==> config.mk <==
export PLATFORM = sky130hd
export DESIGN_NAME = memory_data_register
export DESIGN_NICKNAME = d
export VERILOG_FILES = /design/src/rtl/memory_data_register.sv
export SDC_FILE = /design/constraint.sdc
export NUM_CORES = 1
export LEC_CHECK = 0
export ABC_CLOCK_PERIOD_IN_PS = 1400
export CAP_MARGIN = 20
export CORE_MARGIN = 1
export CORE_UTILIZATION = 33
export DETAILED_ROUTE_END_ITERATION = 10
export HOLD_SLACK_MARGIN = 0.06
export PLACE_DENSITY = 0.82
export SETUP_SLACK_MARGIN = 0.05
export SKIP_CTS_REPAIR_TIMING = 1
export SYNTH_ARGS = -nofsm -noshare
export SYNTH_HDL_FRONTEND = slang
export SYNTH_SLANG_ARGS = --single-unit
==> constraint.sdc <==
create_clock -name clk -period 1.4 [get_ports clk]
set_input_delay 0.28 -clock clk [delete_from_list [all_inputs] [get_ports clk]]
set_output_delay 0.28 -clock clk [all_outputs]
set_load 0.01 [all_outputs]
==> src/rtl/memory_data_register.sv <==
// Memory Data Register: holds one word loaded from data_in, feeds it to data
// memory continuously and to the shared internal bus only when selected.
module memory_data_register #(
    parameter int WIDTH = 24
) (
    input  logic             clk,
    input  logic             rst_n,
    input  logic             write,
    input  logic             read_bus,
    input  logic [WIDTH-1:0] data_in,
    output logic [WIDTH-1:0] Bus_out,
    output logic [WIDTH-1:0] DMEM
);

    logic [WIDTH-1:0] mdr_q;
    logic [WIDTH-1:0] mdr_d;

    always_comb begin
        mdr_d = mdr_q;
        if (write) begin
            mdr_d = data_in;
        end
    end

    always_ff @(posedge clk or negedge rst_n) begin
        if (!rst_n) begin
            mdr_q <= '0;
        end else begin
            mdr_q <= mdr_d;
        end
    end

    // Outputs come only from the stored word; no data_in bypass, and the bus
    // is driven low rather than released when not selected.
    assign DMEM    = mdr_q;
    assign Bus_out = read_bus ? mdr_q : '0;

endmodule

# == After elaboration in Yosys (flattened, before gate mapping) ==
# Cells that the tools add are included.
# word_totals
register_bits,24
wordCells,2
out_inout_bits,48
in_bits,28
# op_classes
n_mux,1
# op_table
cell,n
$mux W24,1

# == Longest topological paths before layout ==
# Gate-level depths: netlist of run 1.
# logic_depth
ltp_word,1
mapped_depth,3

# == Worst setup path before layout of run 1 ==
# Ideal clock, no wire load.
# synth_path
path_type,input to register
start,input write
end,register mdr_q[10] (netlist: DMEM[10])
path_buffers,2
setup_slack_ns,0.456
setup_time_ns,0.125
arrival_ns,0.819
cell_stages,3
path_cell_list,buf_6 -> buf_12 -> mux2_4
# synth_rtl
element,line_no,source
"start, declared",8,"input logic write,"
"end signal, assigned",29,mdr_q <= mdr_d;
"end, declared",15,logic [WIDTH-1:0] mdr_q;
# No word-level cell between the ends.

# == Worst setup path in the final report of run 1 ==
# layout_path
start,register mdr_q[15] (netlist: DMEM[15])
end,output Bus_out[15]
# layout_between
elab_chain_len,1
# layout_rtl
element,line_no,source
$mux W24,36,assign Bus_out = read_bus ? mdr_q : '0;
"end, declared",11,"output logic [WIDTH-1:0] Bus_out,"
# Every way passes these cells.

==> qor.yml, run 1 <==
synth_seq_cells: 24
worstPathCellList: "buf_4 -> and2_1 -> clkbuf_2"
grt_overflow: 0
start_util_pct: 34.6
violations: "negative setup slack"
cts.clk_slew.worst_paths_ns: 0.13
max_stage_delay_ns: 0.42
drt-initial-drc-count: 18
p_leak_nw: 1.26
die_w_um: 61.2
dr.pass1.iters: 2
final_max_slew_viol_count: 0
grt_setup_unrepaired: "true"
cp_slowest_cell: "dfrtp_1"
cts_max_path_buffers: 2
path_max_fanout: 3
skew_ns: 0
stdcell_count: 216
p_per_area_nw_per_um2: 819
ant_nets: 0
dp.cells: 197
setup.worst_path.start_class: "register"
grt.total_usage_pct: 15.1
crit_arrival_ns: 1.13
antenna_cells: 0
hold_viol: 0
worstSetupPathDepth: 3
synth_area_per_cell_um2: 15.0
avgRoutedWirePerCell_um: 14.6
rrSetupSlack_ns: 0.48
grt_pass1_vias: 891
maxCapViolations: 0
rows: 21
ff2ff_path_depth: 2
ios: 76
maxSlewHeadroom_pct: 79.4
end_kind: "primary output"
dp_hpwl_mm: 2.12
cts_root_buffer: "clkbuf_4"
syn_nets: 105
drive_gt1_share_pct: 38.2
post-route-min-period_ns: 1.41
fin_ws_ns: -0.00845
cp_data_required_time_ns: 1.12
antenna_found_initial: 0
die_h_um: 61.2
drc: 0
clkSinkCount: 24
period_share_pct: 101
setup_viol: 2
final_nets: 200
dieArea_um2: 3740
wirelength_mm: 3.15
crit_family: "flip-flops"
criticalPathCategory: "reg2out"
grt_pass1_wl_mm: 4.10
yosysWarnings: 0
largest_reg_flops: 24
syn_to_final_growth_pct: 80.5
grt_max_degree: 25
cts_tree: "done"
tightest_slew_ns: 0.308
fin_setup_tns_ns: -0.0129
io_buffers: 75
startpoint: "DMEM[15]"
cp_num_buf_inv: 2
cts_made_buffers: 3
h-tree-depth: 1
synth.cell_area_um2: 1150
place_congestion: 0.600
rr_endpoint: "DMEM[2]"
ys_seq_area_share_pct: 52.0
via_per_inst: 4.37
run_status: "finished, violations left"
core_region_area_um2: 3340
timing.rr.start: "DMEM[2]"
fmax_mhz: 710
vias: 944
synthCells: 77
netlist-cell-type-count: 7
clock_latency_ns: 0.30
hold_class: "in2async"
ir_worst_vdd_v: 0.000403
## worst max path at each step
stage | endpoint | slack [ns]
floorplan | DMEM[10] | 0.46
global placement | Bus_out[18] | -0.47
detailed placement | Bus_out[20] | -0.52
CTS | Bus_out[20] | -0.52
global route | Bus_out[21] | -0.06
finish | Bus_out[15] | -0.008
## placed cells by master, fill, tap and decap left out, drive strengths merged
cell / n
and2: 24
buf: 21
clkbuf: 20
clkdlybuf4s50: 26
dfrtp: 24
dlymetal6s2s: 31
mux2: 24
## synthesized netlist by cell type (all sizes together)
| cell type | count | area, µm² |
|---|---|---|
| buf | 3 | 51.3 |
| clkbuf | 2 | 7.51 |
| dfrtp | 24 | 601 |
| mux2 | 24 | 345 |
| and2 | 24 | 150 |
## metrics by stage
step,cell area [µm²],utilization [%],power (W),setup slack [ns],hold slack (ns)
CTS,1970,59.0,0.00172,-0.522,0.326
detailed placement,1950,58.3,0.00142,-0.523,0.513
floorplan,1150,-,0.00106,0.456,-0.0156
global route,2080,62.5,0.00180,-0.0582,0.359
global placement,1950,58.3,0.00140,-0.465,0.510
finish,2080,62.5,0.00171,-0.00845,0.321
## where the power goes
part	switching [W]	total, W	internal [W]
Combinational	0.000213	0.000604	0.000391
Clock	0.000193	0.000294	0.000100
Sequential	0.0000463	0.000809	0.000762
## area by class of cell
type                    count  area, µm²
flip-flops and latches     24        601
fillers                   267       1250
well taps                  46       57.6
repair buffers             95        908
clock buffers               3       22.5
multi-input cells          48        495
## routing by layer
metal / GRT usage (%) / wire length [µm] / share of wire, % / vias to the layer above
li1: - / - / - / 440
met1: 16.7 / 1250 / 40 / 453
met2: 28.0 / 1580 / 50 / 49
met3: 3.99 / 301 / 9.6 / 2
met4: 4.87 / 13 / 0.41 / 0
met5: 0 / 0 / 0 / -
## kinds of logic (layout without fill, tap and decap cells)
logic type,count (synthesis),count (layout),share of synthesized area [%]
muxes,24,24,29.9
DFF,24,24,52.0
and+or+nand+nor,24,24,13.0
buffers and inverters,5,98,5.09
(Power assumes the default switching activity.)
==> run 2, diff against run 1 <==
--- a/config.mk
+++ b/config.mk
@@ -8,10 +8,11 @@
 export ABC_CLOCK_PERIOD_IN_PS = 1400
 export CAP_MARGIN = 20
 export CORE_MARGIN = 1
-export CORE_UTILIZATION = 33
+export CORE_UTILIZATION = 38
 export DETAILED_ROUTE_END_ITERATION = 10
+export GPL_ROUTABILITY_DRIVEN = 0
 export HOLD_SLACK_MARGIN = 0.06
-export PLACE_DENSITY = 0.82
+export PLACE_DENSITY = 0.91
 export SETUP_SLACK_MARGIN = 0.05
 export SKIP_CTS_REPAIR_TIMING = 1
 export SYNTH_ARGS = -nofsm -noshare
==> qor.yml, run 2 (synthesis gave the netlist of run 1 again) <==
pwr-share-clk_pct: 20.1  # +2.9 points
end_kind: "primary output"
die_w_um: 57.1  # -6.6%
maxSlewHeadroom_pct: 80.8  # +1.4 points
grt_max_degree: 25  # unchanged
setup.worst_path.start_class: "register"
drc: 16  # +16
place_ws_ns: -0.504  # +0.0196 ns
p_leak_nw: 1.17  # -6.7%
h-tree-depth: 1  # unchanged
cts_root_buffer: "clkbuf_4"
violations: "design-rule violations"
criticalPathCategory: "reg2out"
wirelength_mm: 3.06  # -2.7%
skew_ns: 0  # unchanged
stdcell_count: 197  # -8.8%
cp_slowest_cell: "dfrtp_1"
ir_worst_vdd_v: 0.000438  # +8.5%
setup_viol: 0  # -2
grt_pass1_vias: 889  # -0.22%
grt_overflow: 0  # unchanged
antenna_cells: 0  # unchanged
antenna_found_initial: 0  # unchanged
grt.total_usage_pct: 17.7  # +2.6 points
post-route-min-period_ns: 1.40  # -0.0123 ns
maxCapViolations: 0  # unchanged
final_max_slew_viol_count: 0  # unchanged
dp_hpwl_mm: 2.19  # +3.3%
grt_pass1_wl_mm: 4.44  # +8.4%
crit_arrival_ns: 1.12  # about the same
p_comb_share_pct: 33.1  # -2.3 points
tightest_slew_ns: 0.288  # -0.0204 ns
crit_family: "flip-flops"
hold_class: "in2async"
ios: 76  # unchanged
die_h_um: 57.1  # -6.6%
cp_data_required_time_ns: 1.12  # about the same
syn_to_final_growth_pct: 73.2
avgRoutedWirePerCell_um: 15.5  # +6.6%
final_nets: 195  # -2.5%
via_per_inst: 4.63  # +6.0%
run_status: "finished, violations left"
layout_common_cells: "26 x clkdlybuf4s50_1, 26 x dlymetal6s2s_1, 24 x dfrtp_1, 24 x and2_1, 23 x clkbuf_2"
largest_reg_flops: 24  # unchanged
dieArea_um2: 3260  # -13%
clkSinkCount: 24  # unchanged
max_stage_delay_ns: 0.40  # -0.02 ns
vias: 913  # -3.3%
fmax_mhz: 716  # +0.88%
worstSetupPathDepth: 3  # unchanged
drive_gt1_share_pct: 39.8  # +1.5 points
multi_input_area_um2: 495  # unchanged
drt-initial-drc-count: 41  # +23
seq_area_um2: 601  # unchanged
cts_made_buffers: 3  # unchanged
grt_setup_unrepaired: "true"
worstPathCellList: "buf_4 -> and2_1 -> clkbuf_2"
swShare_pct: 25.8  # -0.73 points
p_seq_share_pct: 46.9  # -0.5 points
p_int_w: 0.00128  # +2.4%
clock_latency_ns: 0.30  # about the same
p_per_area_nw_per_um2: 865  # +5.6%
n_fill_cell: 199  # -25%
cts_tree: "done"
rows: 19  # -9.5%
power_switching_w: 0.000446  # -1.4%
cp_num_buf_inv: 2  # unchanged
ant_nets: 0  # unchanged
period_share_pct: 99.7  # -0.88 points
core_region_area_um2: 2830  # -15%
cts.clk_slew.worst_paths_ns: 0.13  # about the same
dp.cells: 183  # -7.1%
dr.pass1.iters: 7  # +5
start_util_pct: 40.8  # +6.2 points
ff2ff_path_depth: 2  # unchanged
cts_max_path_buffers: 2  # unchanged
path_max_fanout: 2  # -1
io_buffers: 75  # unchanged
hold_viol: 0  # unchanged
fin_ws_ns: 0.00388  # +0.0123 ns
run 2: final timing paths:
| path | from | end | slack (ns) |
|---|---|---|---|
| min reg2reg | DMEM[0] | DMEM[0] | 0.53 |
| max reg2reg | DMEM[2] | DMEM[2] | 0.46 |
| min in group clk | DMEM[0] | DMEM[0] | 0.53 |
| max in group asynchronous | rst_n | DMEM[15] | 0.85 |
| max | DMEM[18] | Bus_out[18] | 0.004 |
| min | rst_n | DMEM[5] | 0.32 |
run 2: cell type report:
class,instances,share of cell area (%)
timing repair buffer,90,41.5
tap,31,1.94
sequential,24,30.0
multi-input combinational,48,24.8
clock buffer,4,1.81
run 2: metal layers:
layer	vias to the layer above	global-route usage [%]	part of all wire, %
met5	-	0	0
met4	0	3.14	0
met3	0	4.76	9.8
met2	52	29.7	51
met1	431	23.3	39
li1	430	-	-
run 2: metrics by stage:
stage / setup TNS [ns] / instance area (µm²) / power [W] / hold WS (ns) / util [%]
floorplan: 0 / 1150 / 0.00106 / -0.0156 / -
global placement: -11.77 / 1940 / 0.00140 / 0.510 / 68.4
detailed placement: -12.66 / 1940 / 0.00143 / 0.517 / 68.4
CTS: -14.37 / 1970 / 0.00178 / 0.324 / 69.7
global route: -0.0712 / 2000 / 0.00182 / 0.332 / 70.7
finish: 0 / 2000 / 0.00173 / 0.316 / 70.7
run 2: power by group through the flow:
stage	clock [W]	sequential [W]	combinational, W
floorplan	0	0.000853	0.000208
global placement	0	0.000823	0.000582
detailed placement	0	0.000829	0.000596
CTS	0.000364	0.000817	0.000599
global route	0.000389	0.000821	0.000607
finish	0.000347	0.000811	0.000572
run 2: worst register-to-register path: cells and delay by family, from the launching register on:
kind	cells	cell delay (ns)
buffers and inverters	1	0.15
flip-flops	1	0.42
multiplexers	1	0.26
==> run 3, diff against run 2 <==
--- a/config.mk
+++ b/config.mk
@@ -8,11 +8,11 @@
 export ABC_CLOCK_PERIOD_IN_PS = 1400
 export CAP_MARGIN = 20
 export CORE_MARGIN = 1
-export CORE_UTILIZATION = 38
+export CORE_UTILIZATION = 36
 export DETAILED_ROUTE_END_ITERATION = 10
 export GPL_ROUTABILITY_DRIVEN = 0
 export HOLD_SLACK_MARGIN = 0.06
-export PLACE_DENSITY = 0.91
+export PLACE_DENSITY = 0.87
 export SETUP_SLACK_MARGIN = 0.05
 export SKIP_CTS_REPAIR_TIMING = 1
 export SYNTH_ARGS = -nofsm -noshare
==> qor.yml, run 3 (synthesis gave the netlist of run 1 again) <==
criticalPathCategory: "reg2out"
p_leak_nw: 1.22  # +3.7%
syn_to_final_growth_pct: 81.9
routedLengthMet1_mm: 1.38  # +16%
fin_area_um2: 2100  # +5.0%
violations: "negative setup slack"
ant_nets: 0  # unchanged
startpoint: "DMEM[2]"
critPathCapture: "Bus_out[2]"
antenna_cells: 0  # unchanged
core_region_area_um2: 3050  # +7.9%
grt_max_degree: 25  # unchanged
drive_gt1_share_pct: 44.9  # +5.1 points
fmax_mhz: 700  # -2.3%
grt_overflow: 0  # unchanged
cts_made_buffers: 3  # unchanged
p_per_area_nw_per_um2: 858  # -0.78%
placed_area_um2: 1940  # +0.45%
final_nets: 205  # +5.1%
dr.pass1.iters: 5  # -2
largest_reg_flops: 24  # unchanged
post-route-min-period_ns: 1.43  # +0.0334 ns
via_per_inst: 4.52  # -2.5%
hold_class: "in2async"
path_max_fanout: 2  # unchanged
setup.worst_path.start_class: "register"
wl_met3_um: 277  # -7.4%
avgRoutedWirePerCell_um: 15.4  # -0.94%
io_buffers: 75  # unchanged
vias: 994  # +8.9%
end_kind: "primary output"
cts_tree: "done"
fin_ws_ns: -0.0295  # -0.0334 ns
wirelength_mm: 3.39  # +11%
maxSlewHeadroom_pct: 79.2  # -1.6 points
clock_latency_ns: 0.31  # about the same
h-tree-depth: 1  # unchanged
rrSetupSlack_ns: 0.35  # -0.11 ns
clkSinkCount: 24  # unchanged
place_ws_ns: -0.484  # +0.0199 ns
ios: 76  # unchanged
rr_endpoint: "DMEM[2]"
ff2ff_path_depth: 3  # +1
crit_arrival_ns: 1.15  # +0.03 ns
cts_root_buffer: "clkbuf_4"
start_util_pct: 37.8  # -3.0 points
hold_viol: 0  # unchanged
wl_met2_mm: 1.73  # +9.9%
ir_worst_vdd_v: 0.000379  # -13%
period_share_pct: 102  # +2.4 points
antenna_found_initial: 0  # unchanged
grt_pass1_vias: 824  # -7.3%
fin_setup_tns_ns: -0.0746  # -0.0746 ns
grt.total_usage_pct: 16.6  # -1.1 points
grt_pass1_wl_mm: 4.13  # -7.0%
grt_setup_unrepaired: "true"
run_status: "finished, violations left"
cts_max_path_buffers: 2  # unchanged
layout_common_cells: "26 x clkdlybuf4s50_1, 25 x dlymetal6s2s_1, 24 x dfrtp_1"
timing.rr.start: "DMEM[2]"
final_common_cell: "clkdlybuf4s50_1"
cp_data_required_time_ns: 1.12  # about the same
top_layer_used: "met3"
tightest_slew_ns: 0.313  # +0.0246 ns
die_w_um: 58.6  # +2.6%
skew_ns: 0  # unchanged
drt-initial-drc-count: 29  # -29%
cts.clk_slew.worst_paths_ns: 0.14  # about the same
die_h_um: 58.6  # +2.6%
dp_hpwl_mm: 2.12  # -3.1%
drc: 0  # -16
final_max_slew_viol_count: 0  # unchanged
maxCapViolations: 0  # unchanged
rows: 20  # +1
dieArea_um2: 3440  # +5.4%
setup_viol: 5  # +5
==> run 3: metal layers <==
layer / vias to the layer above / GRT usage (%)
li1: 453 / -
met1: 489 / 21.5
met2: 52 / 26.9
met3: 0 / 4.18
met4: 0 / 6.12
met5: - / 0
==> run 3: layout make-up <==
cell class	count	area [µm²]
repair buffers	100	908
multi-input cells	48	500
clock buffers	4	36.3
flip-flops and latches	24	601
fillers	222	952
well taps	44	55.1
==> run 3: how the worst min path moves through the flow <==
stage               slack, ns  depth (start not counted)     start        to
floorplan               -0.02                          0     rst_n   DMEM[0]
global route             0.31                          2     rst_n   DMEM[5]
CTS                      0.31                          2     rst_n   DMEM[5]
global placement         0.51                          1  DMEM[22]  DMEM[22]
finish                   0.32                          2     rst_n   DMEM[5]
detailed placement       0.52                          1   DMEM[1]   DMEM[1]
==> run 3: report_power, final <==
| part | internal (W) | switching, W | leakage [nW] |
|---|---|---|---|
| Clock | 0.000159 | 0.000208 | 0.0210 |
| Combinational | 0.000401 | 0.000222 | 0.916 |
| Sequential | 0.000762 | 0.0000495 | 0.281 |
==> run 3: metrics by stage <==
stage	total power, W	utilization (%)	instances	hold WS, ns
2_1_floorplan	0.00106	-	77	-0.0156
3_3_place_gp	0.00140	63.7	195	0.507
3_5_place_dp	0.00142	63.7	195	0.517
4_1_cts	0.00180	64.9	199	0.315
5_1_grt	0.00189	68.8	220	0.313
6_report	0.00180	68.8	220	0.316
==> run 3: critical path, stage by stage (launching register included) <==
cell	delay, ns
dfrtp_1	0.43
buf_4	0.15
and2_1	0.14
clkbuf_2	0.12
